### config.mk
export PLATFORM = sky130hd
export DESIGN_NAME = hir_arith_unit
export DESIGN_NICKNAME = d
export VERILOG_FILES = /design/src/rtl/hir_arith_pkg.sv /design/src/rtl/hir_pipe_delay.sv /design/src/rtl/hir_arith_unit.sv
export SDC_FILE = /design/constraint.sdc
export NUM_CORES = 2
export LEC_CHECK = 0
export ABC_AREA = 0
export CAP_MARGIN = 10
export CELL_PAD_IN_SITES_DETAIL_PLACEMENT = 1
export CELL_PAD_IN_SITES_GLOBAL_PLACEMENT = 1
export CORE_UTILIZATION = 30
export DETAILED_ROUTE_END_ITERATION = 7
export PLACE_DENSITY_LB_ADDON = 0.1
export SLEW_MARGIN = 15
export SYNTH_ARGS = -nofsm -noshare
export SYNTH_HDL_FRONTEND = slang
export SYNTH_SLANG_ARGS = --single-unit
### constraint.sdc
create_clock -name clk -period 10.3 [get_ports clk]
set_clock_uncertainty 0.15 [all_clocks]
set_input_delay 1.03 -clock clk [delete_from_list [all_inputs] [get_ports clk]]
set_output_delay 1.03 -clock clk [all_outputs]
set_load 0.02 [all_outputs]
### src/rtl/hir_arith_pkg.sv
// Shared definitions for the pipelined arithmetic unit: operation encoding and default sizing.
package hir_arith_pkg;

  typedef enum logic [1:0] {
    OP_ADD = 2'd0,
    OP_SUB = 2'd1,
    OP_MUL = 2'd2,
    OP_MAC = 2'd3
  } op_e;

  localparam int DEFAULT_WIDTH   = 32;
  localparam int DEFAULT_LATENCY = 2;

  // Tag bits travelling alongside the operands: {op, acc_clr}
  localparam int TAG_W = 3;

  // Register stages between the operand capture and the final ALU stage
  function automatic int mid_depth(input int latency);
    return (latency > 2) ? latency - 2 : 0;
  endfunction

endpackage

### src/rtl/hir_pipe_delay.sv
// Valid-plus-payload delay line; reset clears the valid bits only, payload flops
// load only when their incoming valid is set.
module hir_pipe_delay #(
  parameter int DEPTH = 1,
  parameter int W     = 1
) (
  input  logic         clk,
  input  logic         reset,
  input  logic         valid_i,
  input  logic [W-1:0] data_i,
  output logic         valid_o,
  output logic [W-1:0] data_o
);

  generate
    if (DEPTH == 0) begin : g_bypass
      assign valid_o = valid_i;
      assign data_o  = data_i;
    end else begin : g_line
      for (genvar gi = 0; gi < DEPTH; gi++) begin : g_stage
        logic         valid_q;
        logic [W-1:0] data_q;
        logic         valid_d;
        logic [W-1:0] data_d;

        if (gi == 0) begin : g_head
          assign valid_d = valid_i;
          assign data_d  = data_i;
        end else begin : g_tail
          assign valid_d = g_stage[gi-1].valid_q;
          assign data_d  = g_stage[gi-1].data_q;
        end

        always_ff @(posedge clk or posedge reset) begin
          if (reset) begin
            valid_q <= 1'b0;
          end else begin
            valid_q <= valid_d;
          end
        end

        always_ff @(posedge clk) begin
          if (valid_d) begin
            data_q <= data_d;
          end
        end
      end

      assign valid_o = g_stage[DEPTH-1].valid_q;
      assign data_o  = g_stage[DEPTH-1].data_q;
    end
  endgenerate

endmodule

### src/rtl/hir_arith_unit.sv
// Fixed-latency ADD/SUB/MUL/MAC unit: operand capture, multiplier stages, then a
// final ALU/accumulator stage that owns out, acc and tdone.
module hir_arith_unit
  import hir_arith_pkg::*;
#(
  parameter int WIDTH   = DEFAULT_WIDTH,
  parameter int LATENCY = DEFAULT_LATENCY
) (
  input  logic             clk,
  input  logic             reset,
  input  logic             tstart,
  input  logic [1:0]       op,
  input  logic             acc_clr,
  input  logic [WIDTH-1:0] in1,
  input  logic [WIDTH-1:0] in2,
  output logic [WIDTH-1:0] out,
  output logic             tdone,
  output logic [WIDTH-1:0] acc
);

  localparam int OPND_W = TAG_W + 2 * WIDTH;
  localparam int FIN_W  = TAG_W + 3 * WIDTH;

  // Inputs to the final stage
  logic             fin_valid;
  logic [1:0]       fin_op;
  logic             fin_clr;
  logic [WIDTH-1:0] fin_a;
  logic [WIDTH-1:0] fin_b;
  logic [WIDTH-1:0] fin_p;

  generate
    if (LATENCY == 1) begin : g_single
      assign fin_valid = tstart;
      assign fin_op    = op;
      assign fin_clr   = acc_clr;
      assign fin_a     = in1;
      assign fin_b     = in2;
      assign fin_p     = in1 * in2;
    end else begin : g_multi
      logic              s1_valid;
      logic [OPND_W-1:0] s1_data;
      logic [WIDTH-1:0]  s1_a;
      logic [WIDTH-1:0]  s1_b;
      logic [WIDTH-1:0]  s1_p;
      logic [FIN_W-1:0]  fin_data;

      hir_pipe_delay #(
        .DEPTH (1),
        .W     (OPND_W)
      ) u_opnd (
        .clk     (clk),
        .reset   (reset),
        .valid_i (tstart),
        .data_i  ({op, acc_clr, in1, in2}),
        .valid_o (s1_valid),
        .data_o  (s1_data)
      );

      assign s1_a = s1_data[2*WIDTH-1:WIDTH];
      assign s1_b = s1_data[WIDTH-1:0];
      assign s1_p = s1_a * s1_b;

      // Product (and tags/operands) ride the remaining stages so the final add is short
      hir_pipe_delay #(
        .DEPTH (mid_depth(LATENCY)),
        .W     (FIN_W)
      ) u_mid (
        .clk     (clk),
        .reset   (reset),
        .valid_i (s1_valid),
        .data_i  ({s1_data[OPND_W-1:2*WIDTH], s1_a, s1_b, s1_p}),
        .valid_o (fin_valid),
        .data_o  (fin_data)
      );

      assign fin_op  = fin_data[FIN_W-1:FIN_W-2];
      assign fin_clr = fin_data[FIN_W-3];
      assign fin_a   = fin_data[3*WIDTH-1:2*WIDTH];
      assign fin_b   = fin_data[2*WIDTH-1:WIDTH];
      assign fin_p   = fin_data[WIDTH-1:0];
    end
  endgenerate

  logic [WIDTH-1:0] out_q;
  logic [WIDTH-1:0] out_d;
  logic [WIDTH-1:0] acc_q;
  logic [WIDTH-1:0] acc_d;
  logic             tdone_q;

  // Accumulator only moves here, so back-to-back MACs chain in completion order
  always_comb begin
    out_d = out_q;
    acc_d = acc_q;
    if (fin_valid) begin
      case (op_e'(fin_op))
        OP_ADD: out_d = fin_a + fin_b;
        OP_SUB: out_d = fin_a - fin_b;
        OP_MUL: out_d = fin_p;
        OP_MAC: begin
          acc_d = fin_clr ? fin_p : acc_q + fin_p;
          out_d = acc_d;
        end
        default: out_d = out_q;
      endcase
    end
  end

  always_ff @(posedge clk or posedge reset) begin
    if (reset) begin
      out_q   <= '0;
      acc_q   <= '0;
      tdone_q <= 1'b0;
    end else begin
      out_q   <= out_d;
      acc_q   <= acc_d;
      tdone_q <= fin_valid;
    end
  end

  assign out   = out_q;
  assign acc   = acc_q;
  assign tdone = tdone_q;

endmodule

* Yosys cells after proc, flatten, opt, wreduce, memory -nomap -nowiden *
Index checks and enable logic that the tools add are counted.

word-level totals
  register bits = 133
  input bits = 70
  output and inout port bits = 65

operators by class
  $add $sub $neg = 3
  multiply operators = 1
  equal/unequal tests = 3
  multiplexer cells = 2
  reductions and logical operators = 2

operators by type and width
  cell                  number
  $pmux W32 S4          1
  $add A32 B32 Y32      2
  $mul A32 B32 Y32      1
  $mux W32              1
  $sub A32 B32 Y32      1
  $eq A2 B2 Y1 const B  2
  $eq A2 B1 Y1 const B  1
  $logic_not A2 Y1      1
  $reduce_and A2 Y1     1

* Depth between registers and ports, before layout *
  depth after elaboration = 4
  gate-level depth with buffers = 37
  depth with buffers taken out = 34

* By module *
From an unflattened synthesis, not the netlist that was laid out.

second synthesis, totals
  cell total of the unflattened synthesis = 2791
  area, all modules = 25254.2 um^2

by module, submodules not included
  module                            times used  cells each  area an instance (um^2)
  hir_arith_unit                    1           2622        22462.8
  hir_pipe_delay at g_multi.u_opnd  1           69          2040.7
  hir_pipe_delay at g_multi.u_mid   1           100         750.7

* Worst setup path before layout *
No wires, ideal clock.

  path type = register to register
  start = reg g_multi.u_opnd.g_line.g_stage[0].data_q[2], in the netlist g_multi.u_opnd.data_o[2]
  end = reg out_q[29], in the netlist out[29]
  arrival time = 8.419 ns
  data required time = 10.019 ns
  setup slack = 1.600 ns
  stages on the path, launching flop included = 33
  buffers on the path = 3
  cells stage by stage = edfxtp_1 > clkbuf_1 > clkbuf_1 > and2_1 > fa_1 > inv_1 > fa_1 > fa_1 > fa_1 > inv_1 > ha_1 > ha_1 > fa_1 > fa_1 > ha_1 > a21o_1 > a21oi_1 > or3b_1 > a211o_1 > a41oi_1 > xnor2_1 > ha_1 > clkbuf_1 > a21o_1 > a21o_1 > a21o_1 > a211oi_1 > o211ai_1 > a21bo_2 > a21oi_1 > xor2_1 > o311ai_0 > or3_1

between the ends
  cells in the longest elaborated chain, start to end = 4
  elaborated cells on any way between the ends = 6
  classes of those cells = add/sub (3); mul (1); mux (2)

ends and longest elaborated chain
  item                    RTL line               source
  start, declared         hir_pipe_delay.sv:22   logic [W-1:0] data_q;
  start signal, assigned  hir_pipe_delay.sv:44   data_q <= data_d;
  $mul A32 B32 Y32        hir_arith_unit.sv:62   assign s1_p = s1_a * s1_b;
  $add A32 B32 Y32        hir_arith_unit.sv:101  acc_d = fin_clr ? fin_p : acc_q + fin_p;
  $mux W32                hir_arith_unit.sv:101
  $pmux W32 S4 (*)        hir_arith_unit.sv:96   case (op_e'(fin_op))
  end signal, assigned    hir_arith_unit.sv:115  out_q <= out_d;
  end, declared           hir_arith_unit.sv:85   logic [WIDTH-1:0] out_q;

Mark *: on every way between the ends. The rest lies on a longest branch, timed or not.
A chain may end at the register's enable or synchronous reset.

* Final worst setup path *
  start = reg g_multi.u_opnd.g_line.g_stage[0].data_q[45], in the netlist g_multi.u_opnd.data_o[45]
  end = reg out_q[29], in the netlist out[29]

The elaborated chain is that of the path after synthesis.

==> results.toml <==
[hold_path]
hp-class = "reg -> reg"
hold_path_startpoint = "out[15]"
hold_end = "out[15]"
min_delay_path_depth = 1

[setup_path]
cp_common_cell = "fa_1"
r2r_start = "g_multi.u_opnd.data_o[45]"
startpoint = "g_multi.u_opnd.data_o[45]"
r2r_setup_slack_ns = 0.39
worstSetupPathType = "reg -> reg"
slowest_stage = "edfxtp_1"
worst_path_largest_cell_delay_ns = 0.73
critPathCaptureType = "register"
critPathArrivalTime_ns = 10.14
crit_path_max_fanout = 18
critPathLaunchType = "register"
r2r_end = "out[29]"
critPathRequiredTime_ns = 10.53
reg2regPathDepth = 31

[layout]
final_common_cell = "inv_1"
fin_nets = 3503
fill_cells = 9360
syn2layout_area_growth_pct = 14.9
drive_above_1_share = 0.0636
layout_common_cells = "inv_1, fa_1, nand2_1"
fin_area_mm2 = 0.0283

[logic_synthesis]
async_flop_share = 0.496
ys_ff_latch = 133
yosys_most_used_dff = "edfxtp_1"
synthCells = 2708
ys_types = 75
seq_area_frac_synth = 0.149
syn_area_mm2 = 0.0247
synth_area_per_cell_um2 = 9.11
yosysWarnings = 0
syn_nets = 3377
synth_edf_count = 67

[route]
via_per_inst = 4.93
drt_iter0_drc = 1041
dr.pass1.iters = 7
vias = 19300
ant_nets = 0
avgRoutedWirePerCell_um = 23.4
drc = 0
routed_wl_um = 91600

[place]
placed_area_mm2 = 0.0276
port_buffers = 134
place_ws_ns = -0.0311
dpl.hpwl_um = 75700
gp_congestion = 0.873

[sta]
maxSlewViolCount = 0
tns_ns = 0
fin_crit_sh = 0.962
fin_ws_ns = 0.389
worstMarginPinSlew_ns = 1.14
finalCriticalPeriod_ns = 9.91
setup_violations = 0
slew_headroom = 0.243
fmax_mhz = 101
hold_violations = 0
rsz0062_at_grt = "false"

[floorplan]
die_y_um = 289
rows = 104
core_area_mm2 = 0.0809
die_area_mm2 = 0.0834
initial_core_util = 0.305
io-pin-count = 135
die_x_um = 289

[grt]
grt_max_degree = 67
grt_pass1_vias = 21700
grt_pass1_wl_um = 139000
gr-total-overflow = 0
antenna_found_initial = 5
grt_use_total = 0.228

[job]
drv_cap = 0

[cts]
ctsHtreeMaxLevel = 4
clk_pin_slew_ns = 0.07
cts_hold_buffers = 0
clk_latency_ns = 0.51
tritoncts = "built"
clk_path_buf_depth = 2
cts.sinks = 133
cts-root-buf = "clkbuf_16"
cts_made_buffers = 17

[status]
outcome = "completed"
## layout make-up
cell class | count | area [um2] | area share
Multi-Input combinational cell | 2001 | 18900 | 0.667
Clock inverter | 15 | 169 | 0.00596
Clock buffer | 17 | 425 | 0.0150
Antenna cell | 3 | 7.51 | 0.000265
Sequential cell | 133 | 3660 | 0.129
Inverter | 434 | 1630 | 0.0575
Timing Repair Buffer | 247 | 2210 | 0.0779
Tap cell | 1060 | 1330 | 0.0468
## worst max path at each step
stage | end | slack (ns) | depth (start not counted)
3_5_place_dp | out[28] | -0.03 | 31
6_report | out[29] | 0.39 | 31
3_3_place_gp | out[28] | -0.01 | 31
5_1_grt | out[28] | 0.02 | 31
2_1_floorplan | out[29] | 1.60 | 32
4_1_cts | out[29] | 0.03 | 28
## state kept, by name, indices dropped and copies added, names as in the netlist
name	cells
g_multi.u_opnd.data_o	67
acc	32
out	32
g_multi.u_opnd.valid_o	1
tdone	1
## synthesized netlist by cell type, drive strengths merged, types with 3 or more instances
| library cell | number | area share |
|---|---|---|
| inv | 434 | 0.066 |
| fa | 410 | 0.33 |
| nand2 | 362 | 0.055 |
| and2 | 278 | 0.071 |
| ha | 189 | 0.096 |
| clkbuf | 134 | 0.020 |
| xnor2 | 117 | 0.042 |
| a21oi | 102 | 0.021 |
| o21ai | 99 | 0.020 |
| nor2 | 90 | 0.014 |
| edfxtp | 67 | 0.082 |
| dfrtp | 66 | 0.067 |
| xor2 | 52 | 0.018 |
| a21o | 33 | 0.010 |
| o211ai | 25 | 0.0076 |
| mux2i | 24 | 0.0097 |
| nand3 | 19 | 0.0039 |
| nor3 | 18 | 0.0041 |
| nor2b | 15 | 0.0038 |
| nand2b | 14 | 0.0036 |
| o21a | 13 | 0.0040 |
| a211oi | 11 | 0.0033 |
| a31oi | 11 | 0.0028 |
| and3 | 10 | 0.0025 |
| o21bai | 9 | 0.0027 |
| mux2 | 7 | 0.0032 |
| or3 | 7 | 0.0022 |
| buf | 6 | 0.0012 |
| o31ai | 6 | 0.0018 |
| nand4 | 5 | 0.0013 |
| o41ai | 5 | 0.0024 |
| a311oi | 4 | 0.0014 |
| a41oi | 4 | 0.0017 |
| nor4 | 4 | 0.0010 |
| o221ai | 4 | 0.0014 |
| o22ai | 4 | 0.0010 |
| o31a | 4 | 0.0014 |
| a2111oi | 3 | 0.0013 |
| a211o | 3 | 0.0011 |
| a221o | 3 | 0.0012 |
| a221oi | 3 | 0.0018 |
| a31o | 3 | 0.0011 |
| or4 | 3 | 0.0011 |
## cells by family after synthesis
| family | share of synthesized area |
|---|---|
| AND/OR/NAND/NOR | 0.166 |
| adder cells (fa/ha/maj) | 0.429 |
| buffers and inverters | 0.0877 |
| AO/OA/AOI/OAI | 0.0958 |
| XOR/XNOR | 0.0600 |
| flip-flops | 0.149 |
| multiplexers | 0.0129 |
## per-layer routing
| metal | share of wire | global-route usage | vias to the layer above |
|---|---|---|---|
| li1 | - | - | 8761 |
| met3 | 0.045 | 0.0382 | 65 |
| met5 | 0.00011 | 0 | - |
| met2 | 0.47 | 0.370 | 364 |
| met1 | 0.47 | 0.317 | 10100 |
| met4 | 0.018 | 0.0514 | 2 |
## per-stage QoR
step	hold slack [ns]	instances	util
final	0.363	3910	0.350
after global routing	0.394	3907	0.350
after CTS	0.374	3894	0.348
after detailed placement	0.349	3862	0.341
after global placement	0.346	3862	0.341
after floorplan	0.202	2708	-
## critical path, delay by kind of cell, from the launching register on
kind | cells | cell delay [ns]
flip-flops | 1 | 0.73
adder cells (fa/ha/maj) | 10 | 4.79
AO/OA/AOI/OAI | 8 | 1.50
XOR/XNOR | 2 | 0.79
AND/OR/NAND/NOR | 6 | 1.29
buffers and inverters | 5 | 0.53
## what timing repair did
action	4_1_cts	5_1_grt
resized for setup	2	6
setup buffers	0	13
setup endpoints to repair	5	8
pin swaps	0	0
Power is not shown: default switching activity piles up to over one toggle a cycle in this logic, so the estimate is an artifact.
